`src/rtl/restore_multiplier_if.sv`:
```
// Operand/result bundle for restore_multiplier.
// master drives operands, slave returns the dividend.
interface restore_multiplier_if #(
    parameter int WIDTH = 4
);
    logic [2*WIDTH-1:0] quotient;
    logic [WIDTH-1:0]   divisor;
    logic [WIDTH-1:0]   remainder;
    logic               din_valid;
    logic [3*WIDTH-1:0] dout;
    logic               dout_valid;
    logic               busy;

    modport master (
        output quotient, divisor, remainder, din_valid,
        input  dout, dout_valid, busy
    );

    modport slave (
        input  quotient, divisor, remainder, din_valid,
        output dout, dout_valid, busy
    );
endinterface

```
`src/rtl/restore_multiplier.sv`:
```
// Rebuilds a dividend as quotient*divisor+remainder
// with an LSB-first shift-add loop of 2*WIDTH steps.
module restore_multiplier #(
    parameter int WIDTH = 4
) (
    input  logic                 clk,
    input  logic                 rst,
    restore_multiplier_if.slave  bus
);
    localparam int QW = 2 * WIDTH;
    localparam int RW = 3 * WIDTH;
    localparam int CW = (QW > 1) ? $clog2(QW) : 1;

    typedef enum logic {
        IDLE,
        CALC
    } state_t;

    state_t        state_q, state_d;
    logic [RW-1:0] acc_q, acc_d;
    logic [RW-1:0] add_q, add_d;
    logic [QW-1:0] q_q, q_d;
    logic [CW-1:0] cnt_q, cnt_d;
    logic [RW-1:0] dout_q, dout_d;
    logic          dv_q, dv_d;
    logic [RW-1:0] sum;

    // State register; reset wins over capture and any step.
    always_ff @(posedge clk) begin
        if (rst) begin
            state_q <= IDLE;
            acc_q   <= '0;
            add_q   <= '0;
            q_q     <= '0;
            cnt_q   <= '0;
            dout_q  <= '0;
            dv_q    <= 1'b0;
        end else begin
            state_q <= state_d;
            acc_q   <= acc_d;
            add_q   <= add_d;
            q_q     <= q_d;
            cnt_q   <= cnt_d;
            dout_q  <= dout_d;
            dv_q    <= dv_d;
        end
    end

    // Capture in IDLE, one shift-add step per CALC cycle.
    always_comb begin
        state_d = state_q;
        acc_d   = acc_q;
        add_d   = add_q;
        q_d     = q_q;
        cnt_d   = cnt_q;
        dout_d  = dout_q;
        dv_d    = 1'b0;
        sum     = acc_q;
        unique case (state_q)
            IDLE: begin
                if (bus.din_valid) begin
                    acc_d   = {{QW{1'b0}}, bus.remainder};
                    add_d   = {{QW{1'b0}}, bus.divisor};
                    q_d     = bus.quotient;
                    cnt_d   = '0;
                    state_d = CALC;
                end
            end
            CALC: begin
                sum   = q_q[0] ? (acc_q + add_q) : acc_q;
                acc_d = sum;
                add_d = add_q << 1;
                q_d   = q_q >> 1;
                cnt_d = cnt_q + 1'b1;
                if (cnt_q == CW'(QW - 1)) begin
                    dout_d  = sum;
                    dv_d    = 1'b1;
                    state_d = IDLE;
                end
            end
            default: state_d = IDLE;
        endcase
    end

    assign bus.dout       = dout_q;
    assign bus.dout_valid = dv_q;
    assign bus.busy       = (state_q == CALC);
endmodule

```
`src/flat_wrapper.sv`:
```
// flat-port wrapper written by rule: the top's interface ports become plain ports
module restore_multiplier_flat 
#(
    parameter int WIDTH = 4
)
  (clk, rst, bus_quotient, bus_divisor, bus_remainder, bus_din_valid, bus_dout, bus_dout_valid, bus_busy);
  restore_multiplier_if #(.WIDTH(WIDTH)) bus_i ();
  input  logic clk;
  input  logic rst;
  input wire logic [$bits(bus_i.quotient)-1:0] bus_quotient;
  input wire logic [$bits(bus_i.divisor)-1:0] bus_divisor;
  input wire logic [$bits(bus_i.remainder)-1:0] bus_remainder;
  input wire logic [$bits(bus_i.din_valid)-1:0] bus_din_valid;
  output wire logic [$bits(bus_i.dout)-1:0] bus_dout;
  output wire logic [$bits(bus_i.dout_valid)-1:0] bus_dout_valid;
  output wire logic [$bits(bus_i.busy)-1:0] bus_busy;
  assign bus_i.quotient = bus_quotient;
  assign bus_i.divisor = bus_divisor;
  assign bus_i.remainder = bus_remainder;
  assign bus_i.din_valid = bus_din_valid;
  assign bus_dout = bus_i.dout;
  assign bus_dout_valid = bus_i.dout_valid;
  assign bus_busy = bus_i.busy;
  restore_multiplier #(.WIDTH(WIDTH)) u_core (.clk(clk), .rst(rst), .bus(bus_i));
endmodule
```
`config.mk`:
```
export PLATFORM = sky130hd
export DESIGN_NAME = restore_multiplier_flat
export DESIGN_NICKNAME = d
export VERILOG_FILES = /design/src/rtl/restore_multiplier_if.sv /design/src/rtl/restore_multiplier.sv /design/src/flat_wrapper.sv
export SDC_FILE = /design/constraint.sdc
export NUM_CORES = 1
export LEC_CHECK = 0
export BUFFER_PORTS_ARGS = -buffer_cell sky130_fd_sc_hd__buf_2
export CAP_MARGIN = 10
export CORE_AREA = 3 3 76 78
export CTS_CLUSTER_SIZE = 24
export DETAILED_ROUTE_END_ITERATION = 8
export DIE_AREA = 0 0 79 81
export HOLD_SLACK_MARGIN = 0.08
export PLACE_DENSITY_LB_ADDON = 0.12
export SYNTH_ARGS = -nofsm -noshare
export SYNTH_HDL_FRONTEND = slang
export SYNTH_SLANG_ARGS = --single-unit
```
`constraint.sdc`:
```
create_clock -name clk -period 2.7 [get_ports clk]
set_input_delay 0.135 -clock clk [delete_from_list [all_inputs] [get_ports clk]]
set_output_delay 0.135 -clock clk [all_outputs]
set_load 0.02 [all_outputs]
```
## Yosys cells after proc, flatten, opt, wreduce, memory -nomap -nowiden

Index checks and enable logic that the tools add are counted.

| word-level totals | value |
|---|---|
| ROM bits | 0 |
| output and inout bits | 14 |
| memories kept | 0 |
| bits in latches | 0 |
| logic and storage cells | 27 |
| memory bits (writable) | 0 |
| register bits | 49 |

| operators by class | value |
|---|---|
| multiplexer cells | 13 |
| order comparisons | 0 |
| divide/modulo/power cells | 0 |
| add/subtract/negate cells | 2 |
| reductions and logical operators | 2 |
| shift-type cells | 0 |
| equal/unequal tests | 2 |
| multiply operators | 0 |
| bitwise operators | 1 |

Operators with widths:

| operator | count |
|---|---|
| $pmux 12 s2 | 2 |
| $mux 12 | 3 |
| $pmux 8 s2 | 1 |
| $add 12x12->12 | 1 |
| $mux 8 | 1 |
| $pmux 3 s2 | 1 |
| $add 3x1->3 const B | 1 |
| $eq 3x3->1 const B | 1 |
| $mux 1 | 3 |
| $mux 3 | 1 |
| $ne 2x2->1 const B | 1 |
| $pmux 1 s2 | 1 |
| $reduce_and 2->1 | 1 |
| $reduce_or 2->1 | 1 |
| $not 1->1 | 1 |

## Depth between registers and ports, before layout

| logic depth | value |
|---|---|
| depth after elaboration | 3 |
| depth in mapped cells | 9 |
| mapped depth without buffers | 9 |

## Worst setup path before layout

No wires, ideal clock.

| timing | value |
|---|---|
| path type | reg2reg |
| from | reg u_core.add_q[0] |
| to | reg u_core.acc_q[6] |
| required time | 2.572 ns |
| path buffers | 0 |
| data arrival time | 1.887 ns |
| library setup time | 0.128 ns |
| period minus slack after synthesis | 2.015 ns |
| cell stages (with the launch flop) | 10 |
| path slack | 0.685 ns |
| cells stage by stage | dfxtp_1 ha_1 inv_1 fa_1 nor2b_4 o31a_4 o21a_1 or3_1 a32oi_1 nor2_1 |

| on the way | value |
|---|---|
| cells in the longest elaborated chain, start to end | 3 |

Ends and longest elaborated chain:

| what | line | RTL |
|---|---|---|
| from (decl) | restore_multiplier.sv:21 | `logic [RW-1:0] add_q, add_d;` |
| from (signal assigned) | restore_multiplier.sv:33 | `add_q <= '0;` |
| from (signal assigned) | restore_multiplier.sv:41 | `add_q <= add_d;` |
| $add 12x12->12 | restore_multiplier.sv:70 | `sum = q_q[0] ? (acc_q + add_q) : acc_q;` |
| $mux 12 | restore_multiplier.sv:70 |  |
| $pmux 12 s2 | restore_multiplier.sv:59 | `unique case (state_q)` |
| to (signal assigned) | restore_multiplier.sv:32 | `acc_q <= '0;` |
| to (signal assigned) | restore_multiplier.sv:40 | `acc_q <= acc_d;` |
| to (decl) | restore_multiplier.sv:20 | `logic [RW-1:0] acc_q, acc_d;` |

No other way between the ends.
A chain may end at the register's enable or synchronous reset.

## Worst setup path after layout

Ends and elaborated chain as after synthesis.

==> parameters.txt <==
Parameter                              Value

STA
  Minimum clock period    2.145 ns
  RSZ-0062 raised after global routing    no
  Hold Fails Final Rpt    0
  Smallest setup slack after layout    0.5545 ns
  Clock Skews    0.008696 ns
  F_max    0.4661 GHz
  Slew @ Worst Pin    1.107 ns
  Number of setup violations in the final report    0
  Headroom to the max-slew limit    26.18%
  Final period utilization    79.46%
  Pins over their slew limit    0
  Setup TNS    0 ns

Worst setup path
  Maximum fanout encountered on the critical timing path    3
  Number of cells traversed by the worst register-to-register path    9
  Kind of capture point of the worst setup path    flop
  Required time at the worst-slack endpoint    2.88 ns
  Type of the worst setup path    reg2reg
  Origin of the critical flop-to-flop path    u_core.add_q[0]
  Endpoint of the lowest-slack register-to-register path    u_core.acc_q[6]
  WP data arrival    2.33 ns
  Setup slack on the worst flop-to-flop path    0.55 ns
  Startpoint Class    flop
  Critical path launch point    u_core.add_q[0]

Hold path
  Hold path start    bus_quotient[7]
  Hold Crit Class    in2reg
  Endpoint, Worst Hold    u_core.q_q[7]
  Worst hold path depth    3

Synthesis
  Netlist Area Pre-Place    2580 µm²
  Number of synthesized flops with an enable pin    0
  Most frequent cells after synthesis    dfxtp_1, nor2_1, a21oi_1, mux2i_1, nand2_1
  Post-synthesis register bit count    49
  Average cell area after synthesis    8.629 µm²
  Post-synth top flop    dfxtp_1
  Number of standard cells after synthesis    299
  Top cell type's share of synthesized area    38.02%
  Share of flip-flops with an asynchronous set or reset    0%
  Part of the Yosys area used for sequential elements    38.02%
  Most frequent cell after synthesis    dfxtp_1
  Net count after synthesis    332
  Total number of yosys warnings    0
  Top cells by area in the synthesized netlist    dfxtp_1, mux2i_1, ha_1
  Netlist cell types    54
  Largest area contributor in the synthesized netlist    dfxtp_1

Run
  Maximum Capacitance Violations    0

Power
  Combinational group share of total power    11.7%
  Cell-internal power    986.4 µW
  Part of the power in registers    57.0%
  Power spent charging and discharging nets    349.3 µW
  Clock network power share    31.3%
  Power density relative to cell area    466.4 nW/µm²
  Fraction of power spent switching nets    26.15%
  Highest ir drop seen on vdd    0.0002340 V
  Static power due to leakage    0.001183 µW

Global route
  Global-route wire length before repair    9411 µm
  Number of global-route vias before repair    1,996
  Global Route Usage Sum    18.73%
  Overflow after GRT    0
  Pin count of the biggest net entering global routing    31
  Number of antenna violations at the first check in global routing    0

Clocking
  Cts-stage hold buffer count    0
  Clock root buffer master    clkbuf_8
  Number of CTS-inserted buffers    5
  Number of sinks handled by clock tree synthesis    49
  CTS H-tree depth    2
  Clk Latency, worst-skew pair    0.30 ns
  Number of buffers inserted to repair setup after CTS    0
  Deepest clock path buffer count    2
  Clock transition time at the flip-flop clock pins of the worst setup and hold paths    0.09 ns
  Clock tree from TritonCTS    built
  Total of cells resized after clock tree synthesis    0

Detailed routing
  Vias    2,164
  First drt pass iteration count    4
  Antenna Violating Nets Remaining    0
  Ratio of routed vias to standard cells    5.492
  Drt total wl    5607 µm
  Remaining routing DRC violations    0
  Routed length per placed instance    14.23 µm
  Drt initial violations    105

Status
  Run status    finished clean

Floorplanning
  Starting density of the core    50.19%
  Floorplan die height    81 µm
  Cell row count    26
  Width of the die    79 µm
  Area of the die    6399 µm²
  IO Pins    33
  Placeable core area    5140 µm²

Layout
  Final Instance Area    2864 µm²
  Final-layout fill cell count    520
  Count of nets after finishing    356
  Fraction of final layout cells sized beyond drive strength 1    17.28%
  Signed area change from the synthesized netlist to the final layout    11.01%
  Share of the core filled with cells in the final layout    55.72%
  Total inserted antenna cells    0

Placement
  Pre-CTS setup slack    0.5869 ns
  GPL Wtd Cong    0.8563
  Final HPWL from detailed placement    3951 µm
  Buffers on Ports    32
  Placement-stage cell area    2781 µm²
## critical path: stages, from the launching register on
cell,delay [ns]
dfxtp_1,0.33
ha_1,0.25
inv_1,0.08
fa_1,0.25
nor2b_4,0.06
o31a_4,0.30
o21a_1,0.19
or3_1,0.32
a32oi_1,0.20
nor2_1,0.06
## cell type report
| class | count | area, µm² | area share, % |
|---|---|---|---|
| Multi-Input combinational cell | 226 | 1504 | 52.51 |
| Sequential cell | 49 | 980.9 | 34.25 |
| Timing Repair Buffer | 36 | 190.2 | 6.640 |
| Tap cell | 70 | 87.58 | 3.058 |
| Clock buffer | 6 | 72.57 | 2.534 |
| Inverter | 5 | 18.77 | 0.6553 |
| Clock inverter | 2 | 10.01 | 0.3495 |
## per-stage QoR
stage / instances / power [µW] / hold WS (ns)
final: 394 / 1336 / 0.1249
after global routing: 394 / 1401 / 0.1318
after CTS: 394 / 1352 / 0.1155
after detailed placement: 386 / 934.8 / 0.4315
after global placement: 386 / 933.0 / 0.4194
after floorplan: 299 / 889.7 / 0.3285
## metal layers
layer	track usage (%)	part of all wire (%)	vias up
li1	-	-	1126
met1	24.66	48	991
met2	31.23	47	38
met3	3.215	3.6	9
met4	6.186	1.3	0
met5	0	0	-
## sequential cells by signal, summed over array words and instances (netlist names)
register,cells
u_core.add_q,12
u_core.q_q,8
u_core.cnt_q,3
u_core.bus.dout_valid,1
u_core.bus.dout,12
u_core.acc_q,12
u_core.bus.busy,1
## power by group through the flow
stage	sequential, µW	clock (µW)	combinational, µW
global placement	777	0	155
global route	765	459	177
detailed placement	778	0	157
finish	761	418	157
CTS	761	433	158
floorplan	769	0	120
## how the worst max path moves through the flow
| stage | to | slack, ns | cells after the start |
|---|---|---|---|
| 3_5_place_dp | u_core.acc_q[6] | 0.59 | 9 |
| 2_1_floorplan | u_core.acc_q[6] | 0.69 | 9 |
| 4_1_cts | u_core.acc_q[6] | 0.57 | 9 |
| 3_3_place_gp | u_core.bus.dout[6] | 0.62 | 9 |
| 5_1_grt | u_core.acc_q[8] | 0.44 | 9 |
| 6_report | u_core.acc_q[6] | 0.55 | 9 |
## logic make-up after synthesis
family / count (synthesis) / synth area share (%)
buffers and inverters: 24 / 3.686
and+or+nand+nor: 108 / 21.53
AOI/OAI and AO/OA: 81 / 20.90
xor gates and xnor gates: 4 / 1.358
adders and majority gates: 14 / 7.081
DFF: 49 / 38.02
muxes: 19 / 7.420
## cells in the final DEF, fill, tap and decap left out, types with 3 or more instances in the layout
master and count:
a211oi_1 8, a21o_1 3, a21oi_1 25, a32oi_1 4, buf_2 32, buf_4 4, clkbuf_8 5, dfxtp_1 49
ha_1 13, inv_1 3, mux2i_1 18, nand2_1 17, nand2b_1 5, nand3_1 8, nor2_1 38, nor2b_1 5
nor3_1 7, nor3b_1 10, o21ai_0 5, o21ai_1 15, or3_1 3, xnor2_1 4
No activity file was read; power rests on OpenSTA's default activity.
